==> src/rtl/median_window_sequencer.sv <==
// Walks a frame pixel by pixel, gathers each 3x3 neighbourhood from the source
// image (zero padding at the borders), hands it to a median datapath and writes the result back.
module median_window_sequencer #(
    parameter int IMG_W  = 640,
    parameter int IMG_H  = 480,
    parameter int ADDR_W = 19
) (
    input  logic              clk,
    input  logic              reset,
    input  logic              start,
    output logic              busy,
    output logic              done,
    output logic              mem_rd_en,
    output logic [ADDR_W-1:0] mem_rd_addr,
    input  logic [7:0]        mem_rd_data,
    output logic              win_valid,
    input  logic              win_ready,
    output logic [71:0]       win_data,
    input  logic              res_valid,
    input  logic [7:0]        res_data,
    output logic              wr_en,
    output logic [ADDR_W-1:0] wr_addr,
    output logic [7:0]        wr_data
);

    localparam int COL_W = (IMG_W > 1) ? $clog2(IMG_W) : 1;
    localparam int ROW_W = (IMG_H > 1) ? $clog2(IMG_H) : 1;
    localparam logic [COL_W-1:0]  COL_LAST   = COL_W'(IMG_W - 1);
    localparam logic [ROW_W-1:0]  ROW_LAST   = ROW_W'(IMG_H - 1);
    localparam logic [ADDR_W-1:0] ROW_STRIDE = ADDR_W'(IMG_W);
    localparam logic [ADDR_W-1:0] ADDR_ONE   = ADDR_W'(1);

    typedef enum logic [2:0] {
        ST_IDLE,
        ST_FETCH,
        ST_DRAIN,
        ST_PRESENT,
        ST_WAIT_RES,
        ST_ADVANCE,
        ST_DONE
    } state_t;

    state_t            state_reg;
    logic [ROW_W-1:0]  row_reg;
    logic [COL_W-1:0]  col_reg;
    logic [3:0]        tap_reg;
    logic [ADDR_W-1:0] pix_addr_reg;
    logic              busy_reg;
    logic              done_reg;
    logic              win_valid_reg;
    logic              cap_en_reg;
    logic              cap_inb_reg;
    logic [3:0]        cap_tap_reg;

    logic [1:0]        dy_idx;
    logic [1:0]        dx_idx;
    logic              row_ok;
    logic              col_ok;
    logic              tap_inb;
    logic [ADDR_W-1:0] tap_row_base;
    logic [ADDR_W-1:0] tap_addr;

    // Split the tap index into row/column offset indices (0 means -1, 2 means +1).
    always_comb begin
        dy_idx = 2'd0;
        dx_idx = 2'd0;
        if (tap_reg >= 4'd6) begin
            dy_idx = 2'd2;
            dx_idx = 2'(tap_reg - 4'd6);
        end else if (tap_reg >= 4'd3) begin
            dy_idx = 2'd1;
            dx_idx = 2'(tap_reg - 4'd3);
        end else begin
            dx_idx = 2'(tap_reg);
        end
    end

    always_comb begin
        row_ok = 1'b1;
        col_ok = 1'b1;
        tap_row_base = pix_addr_reg;
        tap_addr = pix_addr_reg;
        if (dy_idx == 2'd0) begin
            row_ok = (row_reg != '0);
            tap_row_base = pix_addr_reg - ROW_STRIDE;
        end else if (dy_idx == 2'd2) begin
            row_ok = (row_reg != ROW_LAST);
            tap_row_base = pix_addr_reg + ROW_STRIDE;
        end
        if (dx_idx == 2'd0) begin
            col_ok = (col_reg != '0);
            tap_addr = tap_row_base - ADDR_ONE;
        end else if (dx_idx == 2'd2) begin
            col_ok = (col_reg != COL_LAST);
            tap_addr = tap_row_base + ADDR_ONE;
        end else begin
            tap_addr = tap_row_base;
        end
        tap_inb = row_ok && col_ok;
    end

    assign mem_rd_en   = (state_reg == ST_FETCH) && tap_inb;
    assign mem_rd_addr = tap_addr;
    assign wr_en       = (state_reg == ST_WAIT_RES) && res_valid;
    assign wr_addr     = pix_addr_reg;
    assign wr_data     = res_data;
    assign busy        = busy_reg;
    assign done        = done_reg;
    assign win_valid   = win_valid_reg;

    always_ff @(posedge clk or posedge reset) begin
        if (reset) begin
            state_reg     <= ST_IDLE;
            row_reg       <= '0;
            col_reg       <= '0;
            tap_reg       <= '0;
            pix_addr_reg  <= '0;
            busy_reg      <= 1'b0;
            done_reg      <= 1'b0;
            win_valid_reg <= 1'b0;
            cap_en_reg    <= 1'b0;
            cap_inb_reg   <= 1'b0;
            cap_tap_reg   <= '0;
        end else begin
            done_reg   <= 1'b0;
            cap_en_reg <= 1'b0;
            case (state_reg)
                ST_IDLE: begin
                    if (start) begin
                        state_reg    <= ST_FETCH;
                        row_reg      <= '0;
                        col_reg      <= '0;
                        tap_reg      <= '0;
                        pix_addr_reg <= '0;
                        busy_reg     <= 1'b1;
                    end
                end
                ST_FETCH: begin
                    // Remember which tap was issued so next cycle's read data lands in it.
                    cap_en_reg  <= 1'b1;
                    cap_tap_reg <= tap_reg;
                    cap_inb_reg <= tap_inb;
                    if (tap_reg == 4'd8) begin
                        state_reg <= ST_DRAIN;
                    end else begin
                        tap_reg <= tap_reg + 4'd1;
                    end
                end
                ST_DRAIN: begin
                    state_reg     <= ST_PRESENT;
                    win_valid_reg <= 1'b1;
                end
                ST_PRESENT: begin
                    if (win_ready) begin
                        win_valid_reg <= 1'b0;
                        state_reg     <= ST_WAIT_RES;
                    end
                end
                ST_WAIT_RES: begin
                    if (res_valid) begin
                        state_reg <= ST_ADVANCE;
                    end
                end
                ST_ADVANCE: begin
                    tap_reg <= '0;
                    if (col_reg == COL_LAST) begin
                        col_reg <= '0;
                        if (row_reg == ROW_LAST) begin
                            row_reg      <= '0;
                            pix_addr_reg <= '0;
                            busy_reg     <= 1'b0;
                            done_reg     <= 1'b1;
                            state_reg    <= ST_DONE;
                        end else begin
                            row_reg      <= row_reg + 1'b1;
                            pix_addr_reg <= pix_addr_reg + ADDR_ONE;
                            state_reg    <= ST_FETCH;
                        end
                    end else begin
                        col_reg      <= col_reg + 1'b1;
                        pix_addr_reg <= pix_addr_reg + ADDR_ONE;
                        state_reg    <= ST_FETCH;
                    end
                end
                ST_DONE: begin
                    state_reg <= ST_IDLE;
                end
                default: begin
                    state_reg <= ST_IDLE;
                end
            endcase
        end
    end

    // One register per window tap; out-of-bounds taps load zero instead of bus data.
    genvar gi;
    generate
        for (gi = 0; gi < 9; gi++) begin : g_tap
            logic [7:0] tap_data_reg;
            always_ff @(posedge clk or posedge reset) begin
                if (reset) begin
                    tap_data_reg <= 8'h00;
                end else if (cap_en_reg && (cap_tap_reg == 4'(gi))) begin
                    tap_data_reg <= cap_inb_reg ? mem_rd_data : 8'h00;
                end
            end
            assign win_data[8*gi +: 8] = tap_data_reg;
        end
    endgenerate

endmodule

==> config.mk <==
export PLATFORM = sky130hd
export DESIGN_NAME = median_window_sequencer
export DESIGN_NICKNAME = d
export VERILOG_FILES = /design/src/rtl/median_window_sequencer.sv
export SDC_FILE = /design/constraint.sdc
export NUM_CORES = 1
export LEC_CHECK = 0
export CORE_MARGIN = 8
export CORE_UTILIZATION = 52
export CTS_CLUSTER_SIZE = 40
export DETAILED_ROUTE_END_ITERATION = 8
export PLACE_DENSITY = 0.79
export SYNTH_ARGS = -nofsm -noshare
export SYNTH_HDL_FRONTEND = slang
export SYNTH_SLANG_ARGS = --single-unit
==> constraint.sdc <==
create_clock -name clk -period 5.51 [get_ports clk]
set_clock_uncertainty 0.15 [all_clocks]
set_input_delay 0.8265 -clock clk [delete_from_list [all_inputs] [get_ports clk]]
set_output_delay 0.8265 -clock clk [all_outputs]
set_load 0.03 [all_outputs]
==> summary.md, run 1 <==
| Metric | Value |
|---|---|
| Status | finished, final reports clean |
| CP dominant cell by count | xnor2_1 |
| Final ANT Viol Nets | 0 |
| Met3 Usage GRT | 0.0724 |
| Seq/Total Area, Yosys | 0.454 |
| Vias per inst | 5.93 |
| Total of max-cap violations | 0 |
| Multi-input gate area in the final layout | 3520 sq um |
| YS warnings | 0 |
| Sw Ratio | 0.458 |
| Antenna cell count | 0 |
| Final Hold Viols | 0 |
| H-tree Lvls | 4 |
| IO Port Bufs | 127 |
| Row Count | 42 |
| FF+latch count, synth | 126 |
| Wirelength, routed | 19500 um |
| Crit path max-delay cell type | clkdlybuf4s50_1 |
| Commonest cells after routing, fill and taps aside | clkdlybuf4s50_1 (127), dfrtp_1 (126), nand2_1 (87) |
| Reg area | 3150 sq um |
| Reg2Reg Depth | 8 |
| Final Max Tran Viols | 0 |
| Vert. Die Dim | 132 um |
| Worst Max-Slew Pin Slew | 1.18 ns |
| Buf/Inv on CP | 2 |
| Worst min path class | register to register |
| CP startpoint kind | register |
| Unrepaired setup endpoints after global routing | no |
| CTS buffer count | 17 |
| Total Power | 5.84 mW |
| Syn_nets | 764 |
| Clock Latency Late Sink | 0.42 ns |
| Die W | 132 um |
| Syn_area_per_cell | 9.49 sq um |
| Met1 usage | 0.282 |
| Max VDD drop | 0.598 mV |
| Clock sinks | 126 |
| Clock network power share | 0.190 |
| Critical path class | register to output pin |
| Overflow left after global routing | 0 |
| Max reg flops | 72 |
| Part of the power in registers | 0.255 |
| Fraction of registers with async set or reset after synthesis | 1.00 |
| Die footprint | 17300 sq um |
| CTS tree | done |
| Required @ worst endpoint | 4.53 ns |
| IO Count | 144 |
| Initial DRT Pass Iterations | 7 |
| Area delta synth->final | 27.9% |
| DP Wirelength | 13900 um |
| Slew HR | 0.206 |
| Post-synth EDFFs | 0 |
| Path length in cells of the critical path | 10 |
| Number of global-route vias before repair | 6117 |
| Critical Path Sink Type | output pin |
| Total GRT Usage | 0.226 |
| P_leak | 3.71 nW |
| DRC viols | 0 |
| Initial DRC Count | 553 |
| Routing usage on met2 | 0.367 |
| Routability Congestion | 0.914 |
| Combinational power share | 0.556 |
| Most used routing layer | met2 |
| Root Buffer | clkbuf_16 |
| Critical path's top delay family | simple AND/OR/NAND/NOR gates |
| Setup TNS | 0 ns |
| Clock Pin Slew Worst Setup and Hold Paths | 0.06 ns |
| WL/cell | 18.9 um |
| Worst path cell trace | inv_1, ha_1, or4b_4, nand2_4, xnor2_1, o211ai_1, or4b_1, a2bb2oi_2, xnor2_1, clkdlybuf4s50_1 |
| WHS Path Cells | 2 |
| Final Cycle Share | 0.948 |
| Post-CTS Setup Inserts | 0 |
| Core area | 13100 sq um |
| Nets | 874 |
| CP arrival | 4.25 ns |
| Initial antenna violation count | 0 |
| Post-synthesis instance area | 6940 sq um |
| Via count | 6110 |
| Fillers | 1016 |
| P_int | 3.16 mW |
| Top FF cell, synth | dfrtp_1 |
| Layout cells sized above 1 | 0.128 |
| Final worst slack | 0.287 ns |
| Post-Synthesis Cells | 731 |
| CP peak stage delay | 0.71 ns |
| Crit-path max FO | 9 |
| Clock Path Buffers | 2 |
| Most common cell after layout, fill and taps aside | clkdlybuf4s50_1 |
| Final setup fails | 0 |
| Sw Pwr | 2.68 mW |
| Hold-fix buffers, CTS | 0 |
| Fin crit period | 5.22 ns |
| Distinct cell type count after synthesis | 66 |
| Max Clk Rate | 191 MHz |
| Largest net degree at the start of global routing | 70 |
| First-pass GRT wire length | 32400 um |
| Initial Util | 0.528 |
| Pwr Density | 658 nW/um^2 |
| Place WS | 0.700 ns |
-- path summary, 6_finish.rpt --
| path | slack (ns) | end | from |
|---|---|---|---|
| max | 0.29 | mem_rd_addr[18] | tap_reg[0] |
| min | 0.33 | g_tap[0].tap_data_reg[0] | g_tap[0].tap_data_reg[0] |
| max reg2reg | 2.37 | wr_addr[12] | col_reg[0] |
| min reg2reg | 0.33 | g_tap[0].tap_data_reg[0] | g_tap[0].tap_data_reg[0] |
| max in group asynchronous | 3.43 | g_tap[7].tap_data_reg[1] | reset |
| min in group asynchronous | 0.61 | g_tap[0].tap_data_reg[1] | reset |
-- power by group through the flow --
stage	logic, mW	registers [mW]	clock network [mW]
6_report	3.25	1.49	1.11
4_1_cts	3.25	1.48	1.12
2_1_floorplan	1.72	1.80	0
3_5_place_dp	3.21	1.49	0
5_1_grt	3.47	1.53	1.16
3_3_place_gp	3.18	1.46	0
-- cell usage after synthesis (all sizes together), types with 6 or more instances --
cell      n  share of area
nand2    88          0.049
inv      18         0.0097
nand3    23          0.017
nand2b    7         0.0063
buf      15          0.015
and3     15          0.014
xor2     15          0.019
o31ai    10          0.011
or3      14          0.015
o21ai    88          0.063
a21oi    22          0.016
nor3     19          0.014
nor4     12          0.012
nor2     46          0.025
nand3b    6         0.0065
and2     13          0.012
dfrtp   126           0.45
ha       12          0.022
nand4    12          0.011
mux2     53          0.086
xnor2    19          0.024
clkbuf   27          0.015
-- worst reg2reg max path, cell delays in order, from the launching register on --
cell and delay (ns):
dfrtp_1 0.41, ha_1 0.23, nand4_1 0.11, or4b_1 0.68
or2_2 0.44, nand2_1 0.54, nor2_1 0.15, a31oi_1 0.19
nor3_1 0.06
-- cells by family (layout without fill, tap and decap cells) --
family / after synthesis / after routing / share of synthesized area
AO/OA/AOI/OAI: 161 / 161 / 0.140
XOR/XNOR: 34 / 34 / 0.0429
adder cells (fa/ha/maj): 12 / 12 / 0.0216
buffers and inverters: 61 / 184 / 0.0397
flip-flops: 126 / 126 / 0.454
multiplexers: 56 / 56 / 0.0904
AND/OR/NAND/NOR: 281 / 281 / 0.211
-- metrics by stage --
step	std cells	utilization	hold slack, ns	instance area (sq um)
after floorplan	731	-	0.323	6940
after detailed placement	998	0.630	0.325	8270
after CTS	1030	0.674	0.339	8860
after global placement	998	0.630	0.315	8270
final	1030	0.675	0.329	8870
after global routing	1030	0.675	0.357	8870
-- layer usage --
layer | wire length (um) | share of wire
met1 | 8620 | 0.44
met4 | 299 | 0.015
met3 | 1270 | 0.065
met5 | 0 | 0
met2 | 9310 | 0.48
-- cell type report --
class                   count  area share
clock buffers              17      0.0480
clock inverters            15      0.0183
inverters                  19     0.00832
multi-input cells         544       0.397
flip-flops and latches    126       0.355
well taps                 176      0.0248
repair buffers            133       0.148
-- what timing repair did --
action	in CTS	in global routing
setup endpoints to repair	0	1
endpoints found under the hold margin	0	0
resized for setup	0	2
(Power assumes the default switching activity.)
==> inputs of run 2 (changes only) <==
--- a/config.mk
+++ b/config.mk
@@ -9,7 +9,7 @@
 export CORE_UTILIZATION = 52
 export CTS_CLUSTER_SIZE = 40
 export DETAILED_ROUTE_END_ITERATION = 8
-export PLACE_DENSITY = 0.79
+export PLACE_DENSITY = 0.8
 export SYNTH_ARGS = -nofsm -noshare
 export SYNTH_HDL_FRONTEND = slang
 export SYNTH_SLANG_ARGS = --single-unit
==> summary.md, run 2 (synthesis gave the netlist of run 1 again) <==
| Metric | Value |
|---|---|
| Overflow left after global routing | 0 (unchanged) |
| Slew HR | 0.132 (was 0.206) |
| Total of max-cap violations | 0 (unchanged) |
| CP arrival | 4.30 ns (was 4.25 ns) |
| Finished Layout Cells | 1031 (was 1030) |
| Die footprint | 17300 sq um (unchanged) |
| Total GRT Usage | 0.229 (was 0.226) |
| Unrepaired setup endpoints after global routing | no (unchanged) |
| Wirelength, routed | 19800 um (was 19500 um) |
| Status | finished, final reports clean (unchanged) |
| Post-CTS Resized | 0 (unchanged) |
| Max Clk Rate | 189 MHz (was 191 MHz) |
| Most common cell after layout, fill and taps aside | clkdlybuf4s50_1 (unchanged) |
| DP Wirelength | 13900 um (about the same) |
| Largest net degree at the start of global routing | 53 (was 70) |
| Hold-fix buffers, CTS | 0 (unchanged) |
| H-tree Lvls | 4 (unchanged) |
| Clock Pin Slew Worst Setup and Hold Paths | 0.06 ns (about the same) |
| Root Buffer | clkbuf_16 (unchanged) |
| Fillers | 967 (was 1016) |
| Antenna cell count | 0 (unchanged) |
| Reg area | 3150 sq um (unchanged) |
| Initial Util | 0.528 (unchanged) |
| Initial DRC Count | 596 (was 553) |
| Final Hold Viols | 0 (unchanged) |
| CP startpoint kind | register (unchanged) |
| DRC viols | 0 (unchanged) |
| Critical Path Sink Type | output pin (unchanged) |
| Worst Max-Slew Pin Slew | 1.29 ns (was 1.18 ns) |
| Core area | 13100 sq um (unchanged) |
| WL/cell | 19.2 um (was 18.9 um) |
| Worst min path class | register to register (unchanged) |
| Commonest cells after routing, fill and taps aside | clkdlybuf4s50_1 (127), dfrtp_1 (126), nand2_1 (87) (unchanged) |
| Final setup fails | 0 (unchanged) |
| Initial antenna violation count | 0 (unchanged) |
| Post-CTS Setup Inserts | 0 (unchanged) |
| Vert. Die Dim | 132 um (unchanged) |
| Row Count | 42 (unchanged) |
| P_leak | 3.76 nW (was 3.71 nW) |
| Final Cycle Share | 0.958 (was 0.948) |
| Dpl cells | 999 (was 998) |
| Vias per inst | 5.98 (was 5.93) |
| Clock Latency Late Sink | 0.42 ns (about the same) |
| Layout cells sized above 1 | 0.126 (was 0.128) |
| Clock Path Buffers | 2 (unchanged) |
| Final Max Tran Viols | 0 (unchanged) |
| Final ANT Viol Nets | 0 (unchanged) |
| Via count | 6161 (was 6110) |
| Required @ worst endpoint | 4.53 ns (about the same) |
| Clock sinks | 126 (unchanged) |
| First-pass GRT wire length | 32700 um (was 32400 um) |
| Pwr Density | 667 nW/um^2 (was 658 nW/um^2) |
| CTS buffer count | 17 (unchanged) |
| Fin crit period | 5.28 ns (was 5.22 ns) |
| Routability Congestion | 0.903 (was 0.914) |
| Nets | 875 (was 874) |
| IO Port Bufs | 127 (unchanged) |
| Max reg flops | 72 (unchanged) |
| Max VDD drop | 0.661 mV (was 0.598 mV) |
| Critical path class | register to output pin (unchanged) |
| Area delta synth->final | 28.7% (was 27.9%) |
| Crit-path max FO | 9 (unchanged) |
| Initial DRT Pass Iterations | 6 (was 7) |
| Setup TNS | 0 ns (unchanged) |
| CTS tree | done (unchanged) |
| Number of global-route vias before repair | 6218 (was 6117) |
| IO Count | 144 (unchanged) |
| Multi-input gate area in the final layout | 3510 sq um (was 3520 sq um) |
| Die W | 132 um (unchanged) |
==> run 2: changes by cell type in the layout (fill, tap and decap cells not counted), sizes merged <==
cell      delta
buf          +1
bufinv       +2
clkinv       -3
clkinvlp     -3
inv          +4
==> run 2: worst max-delay path, stage by stage (launching register included) <==
cell and delay (ns):
dfrtp_1 0.52, inv_1 0.20, ha_1 0.32, or4b_4 0.54
nand2_4 0.13, xnor2_1 0.40, nor2_1 0.29, nor4_1 0.41
a32o_1 0.22, xor2_1 0.16, clkdlybuf4s50_1 0.70
==> run 2: area by class of cell <==
cell class | count | area share
Multi-Input combinational cell | 544 | 0.393
Clock buffer | 17 | 0.0477
Timing Repair Buffer | 134 | 0.148
Tap cell | 176 | 0.0247
Clock inverter | 15 | 0.0248
Inverter | 19 | 0.00827
Sequential cell | 126 | 0.353
==> run 2: path summary, 6_finish.rpt <==
path / slack, ns / cells past startpoint / from / endpoint
max: 0.23 / 10 / tap_reg[0] / mem_rd_addr[15]
max reg2reg: 2.26 / 8 / col_reg[0] / wr_addr[12]
min: 0.33 / 2 / g_tap[0].tap_data_reg[7] / g_tap[0].tap_data_reg[7]
max in group asynchronous: 3.66 / 3 / reset / cap_tap_reg[2]
min in group asynchronous: 0.58 / 2 / reset / col_reg[7]
min reg2reg: 0.33 / 2 / g_tap[0].tap_data_reg[7] / g_tap[0].tap_data_reg[7]
==> run 2: metrics by stage <==
stage | util | hold WS [ns] | power [mW] | instance area (sq um) | worst slack [ns]
2_1_floorplan | - | 0.323 | 3.51 | 6940 | 1.18
3_3_place_gp | 0.630 | 0.316 | 4.65 | 8280 | 0.807
3_5_place_dp | 0.630 | 0.321 | 4.70 | 8280 | 0.726
4_1_cts | 0.680 | 0.334 | 5.97 | 8930 | 0.259
5_1_grt | 0.680 | 0.358 | 6.28 | 8930 | 0.0124
6_report | 0.680 | 0.329 | 5.96 | 8930 | 0.229
==> run 2: routing by layer <==
metal,vias up,part of all wire,track usage
met4,0,0.021,0.0862
met3,37,0.071,0.0694
li1,2844,-,-
met2,278,0.48,0.380
met5,-,0,0
met1,3002,0.43,0.276
==> run 2: power breakdown <==
group          leakage (nW)  internal (mW)  switching, mW  total, mW
registers              1.67           1.20          0.289       1.49
logic                  1.77           1.29           1.95       3.24
clock network         0.318          0.774          0.454       1.23
==> inputs of run 3 (changes only) <==
--- a/config.mk
+++ b/config.mk
@@ -6,10 +6,10 @@
 export NUM_CORES = 1
 export LEC_CHECK = 0
 export CORE_MARGIN = 8
-export CORE_UTILIZATION = 52
+export CORE_UTILIZATION = 46
 export CTS_CLUSTER_SIZE = 40
 export DETAILED_ROUTE_END_ITERATION = 8
-export PLACE_DENSITY = 0.8
+export PLACE_DENSITY = 0.72
 export SYNTH_ARGS = -nofsm -noshare
 export SYNTH_HDL_FRONTEND = slang
 export SYNTH_SLANG_ARGS = --single-unit
==> summary.md, run 3 (synthesis gave the netlist of run 1 again) <==
| Metric | Value |
|---|---|
| Max reg flops | 72 (unchanged) |
| Final ANT Viol Nets | 0 (unchanged) |
| Die footprint | 19300 sq um (was 17300 sq um) |
| Initial antenna violation count | 0 (unchanged) |
| Final setup fails | 0 (unchanged) |
| Overflow left after global routing | 0 (unchanged) |
| Area delta synth->final | 28.3% (was 28.7%) |
| Clock Latency Late Sink | 0.41 ns (was 0.42 ns) |
| H-tree Lvls | 4 (unchanged) |
| Crit. Startpoint | tap_reg[0] (unchanged) |
| CTS buffer count | 17 (unchanged) |
| Final Cycle Share | 0.948 (was 0.958) |
| Dpl cells | 1011 (was 999) |
| Crit path max-delay cell type | clkdlybuf4s50_1 (unchanged) |
| P_leak | 3.72 nW (was 3.76 nW) |
| R2R Path Start | col_reg[0] (unchanged) |
| Worst-case hold slack | 0.335 ns (was 0.329 ns) |
| CTS tree | done (unchanged) |
| Finished Layout Cells | 1043 (was 1031) |
| Post-CTS Resized | 0 (unchanged) |
| Final Hold Viols | 0 (unchanged) |
| Final instance area | 8900 sq um (was 8930 sq um) |
| DP Wirelength | 14100 um (was 13900 um) |
| Initial DRT Pass Iterations | 5 (was 6) |
| Fillers | 1274 (was 967) |
| Max Clk Rate | 192 MHz (was 189 MHz) |
| Clock Pin Slew Worst Setup and Hold Paths | 0.06 ns (about the same) |
| Total of max-cap violations | 0 (unchanged) |
| IO Port Bufs | 127 (unchanged) |
| IO Count | 144 (unchanged) |
| CP endpoint | mem_rd_addr[18] (was mem_rd_addr[15]) |
| Routability Congestion | 0.874 (was 0.903) |
| Worst min path class | register to register (unchanged) |
| Final Max Tran Viols | 0 (unchanged) |
| Initial Util | 0.463 (was 0.528) |
| Setup TNS | 0 ns (unchanged) |
| Fin crit period | 5.22 ns (was 5.28 ns) |
| Worst Max-Slew Pin Slew | 0.964 ns (was 1.29 ns) |
| Vert. Die Dim | 139 um (was 132 um) |
| Reg2Reg Depth | 8 (unchanged) |
| Nets | 875 (unchanged) |
| Post-CTS Setup Inserts | 0 (unchanged) |
| Pwr Density | 655 nW/um^2 (was 667 nW/um^2) |
| Total GRT Usage | 0.202 (was 0.229) |
| Critical Path Sink Type | output pin (unchanged) |
| Root Buffer | clkbuf_16 (unchanged) |
| Reg2reg end | wr_addr[12] (unchanged) |
| Required @ worst endpoint | 4.53 ns (about the same) |
| Initial DRC Count | 430 (was 596) |
| Hold-fix buffers, CTS | 0 (unchanged) |
| Status | finished, final reports clean (unchanged) |
| Number of global-route vias before repair | 6004 (was 6218) |
| Largest net degree at the start of global routing | 59 (was 53) |
| Wirelength, routed | 19400 um (was 19800 um) |
| R2R Setup Slk | 2.27 ns (was 2.26 ns) |
| First-pass GRT wire length | 32000 um (was 32700 um) |
| Most common cell after layout, fill and taps aside | clkdlybuf4s50_1 (unchanged) |
| Commonest cells after routing, fill and taps aside | clkdlybuf4s50_1 (127), dfrtp_1 (126), nand2_1 (87) (unchanged) |
| Die W | 139 um (was 132 um) |
| Crit-path max FO | 9 (unchanged) |
| Worst path cell trace | inv_1, ha_1, o21ai_1, a2111oi_0, or3_1, a211o_1, or4b_1, a2bb2oi_2, xnor2_1, clkdlybuf4s50_1 (was inv_1, ha_1, or4b_4, nand2_4, xnor2_1, nor2_1, nor4_1, a32o_1, xor2_1, clkdlybuf4s50_1) |
| Max VDD drop | 0.504 mV (was 0.661 mV) |
| Clock sinks | 126 (unchanged) |
| Clock Path Buffers | 2 (unchanged) |
| CP arrival | 4.25 ns (was 4.30 ns) |
| Area post-placement | 8300 sq um (was 8280 sq um) |
| Critical path class | register to output pin (unchanged) |
| CP startpoint kind | register (unchanged) |
| Via count | 6071 (was 6161) |
| Slew HR | 0.358 (was 0.132) |
| Unrepaired setup endpoints after global routing | no (unchanged) |
| Antenna cell count | 0 (unchanged) |
| Vias per inst | 5.82 (was 5.98) |
| CP peak stage delay | 0.69 ns (was 0.70 ns) |
| Layout cells sized above 1 | 0.127 (was 0.126) |
| Core area | 15000 sq um (was 13100 sq um) |
| WL/cell | 18.6 um (was 19.2 um) |
| Row Count | 45 (was 42) |
| DRC viols | 0 (unchanged) |
[run 3: cell count changes in the layout (fill, tap and decap cells not counted)]
cell,before,now
clkinvlp_4,0,3
nor4_1,11,10
nor4_2,1,2
inv_6,6,7
inv_8,2,1
bufinv_16,4,2
clkinv_4,3,2
[run 3: through the flow]
stage	power (mW)	util	setup WS [ns]
final	5.83	0.594	0.288
after global routing	6.17	0.594	0.00781
after CTS	5.86	0.594	0.285
after detailed placement	4.70	0.554	0.745
after global placement	4.65	0.554	0.791
after floorplan	3.51	-	1.18
[run 3: power breakdown]
group	switching, mW	internal [mW]	leakage [nW]	total, mW
Clock	0.444	0.680	0.284	1.12
Sequential	0.278	1.20	1.67	1.48
Combinational	1.93	1.29	1.77	3.22
Total	2.65	3.17	3.72	5.83
[run 3: how the worst min path moves through the flow]
| stage | start | cells after the start | endpoint |
|---|---|---|---|
| after floorplan | row_reg[8] | 1 | row_reg[8] |
| after global placement | g_tap[2].tap_data_reg[7] | 2 | g_tap[2].tap_data_reg[7] |
| after detailed placement | g_tap[8].tap_data_reg[0] | 2 | g_tap[8].tap_data_reg[0] |
| after CTS | g_tap[8].tap_data_reg[0] | 2 | g_tap[8].tap_data_reg[0] |
| after global routing | g_tap[8].tap_data_reg[0] | 2 | g_tap[8].tap_data_reg[0] |
| final | g_tap[8].tap_data_reg[0] | 2 | g_tap[8].tap_data_reg[0] |
[run 3: area by class of cell]
cell class | instances | area, sq um | share of cell area
Multi-Input combinational cell | 544 | 3520 | 0.395
Sequential cell | 126 | 3150 | 0.354
Timing Repair Buffer | 134 | 1320 | 0.149
Clock buffer | 17 | 425 | 0.0478
Tap cell | 188 | 235 | 0.0264
Clock inverter | 15 | 173 | 0.0194
Inverter | 19 | 73.8 | 0.00829
[run 3: metal layers]
metal / share of wire / GRT usage
met1: 0.44 / 0.253
met3: 0.065 / 0.0496
met2: 0.48 / 0.336
met5: 0 / 0
met4: 0.013 / 0.0647
[run 3: worst max-delay path: cells and delay by family (launching register included)]
family	cells	cell delay (ns)
flip-flops	1	0.51
AO/OA/AOI/OAI	4	1.14
AND/OR/NAND/NOR	2	0.87
XOR/XNOR	1	0.13
adder cells (fa/ha/maj)	1	0.31
buffers and inverters	2	0.89
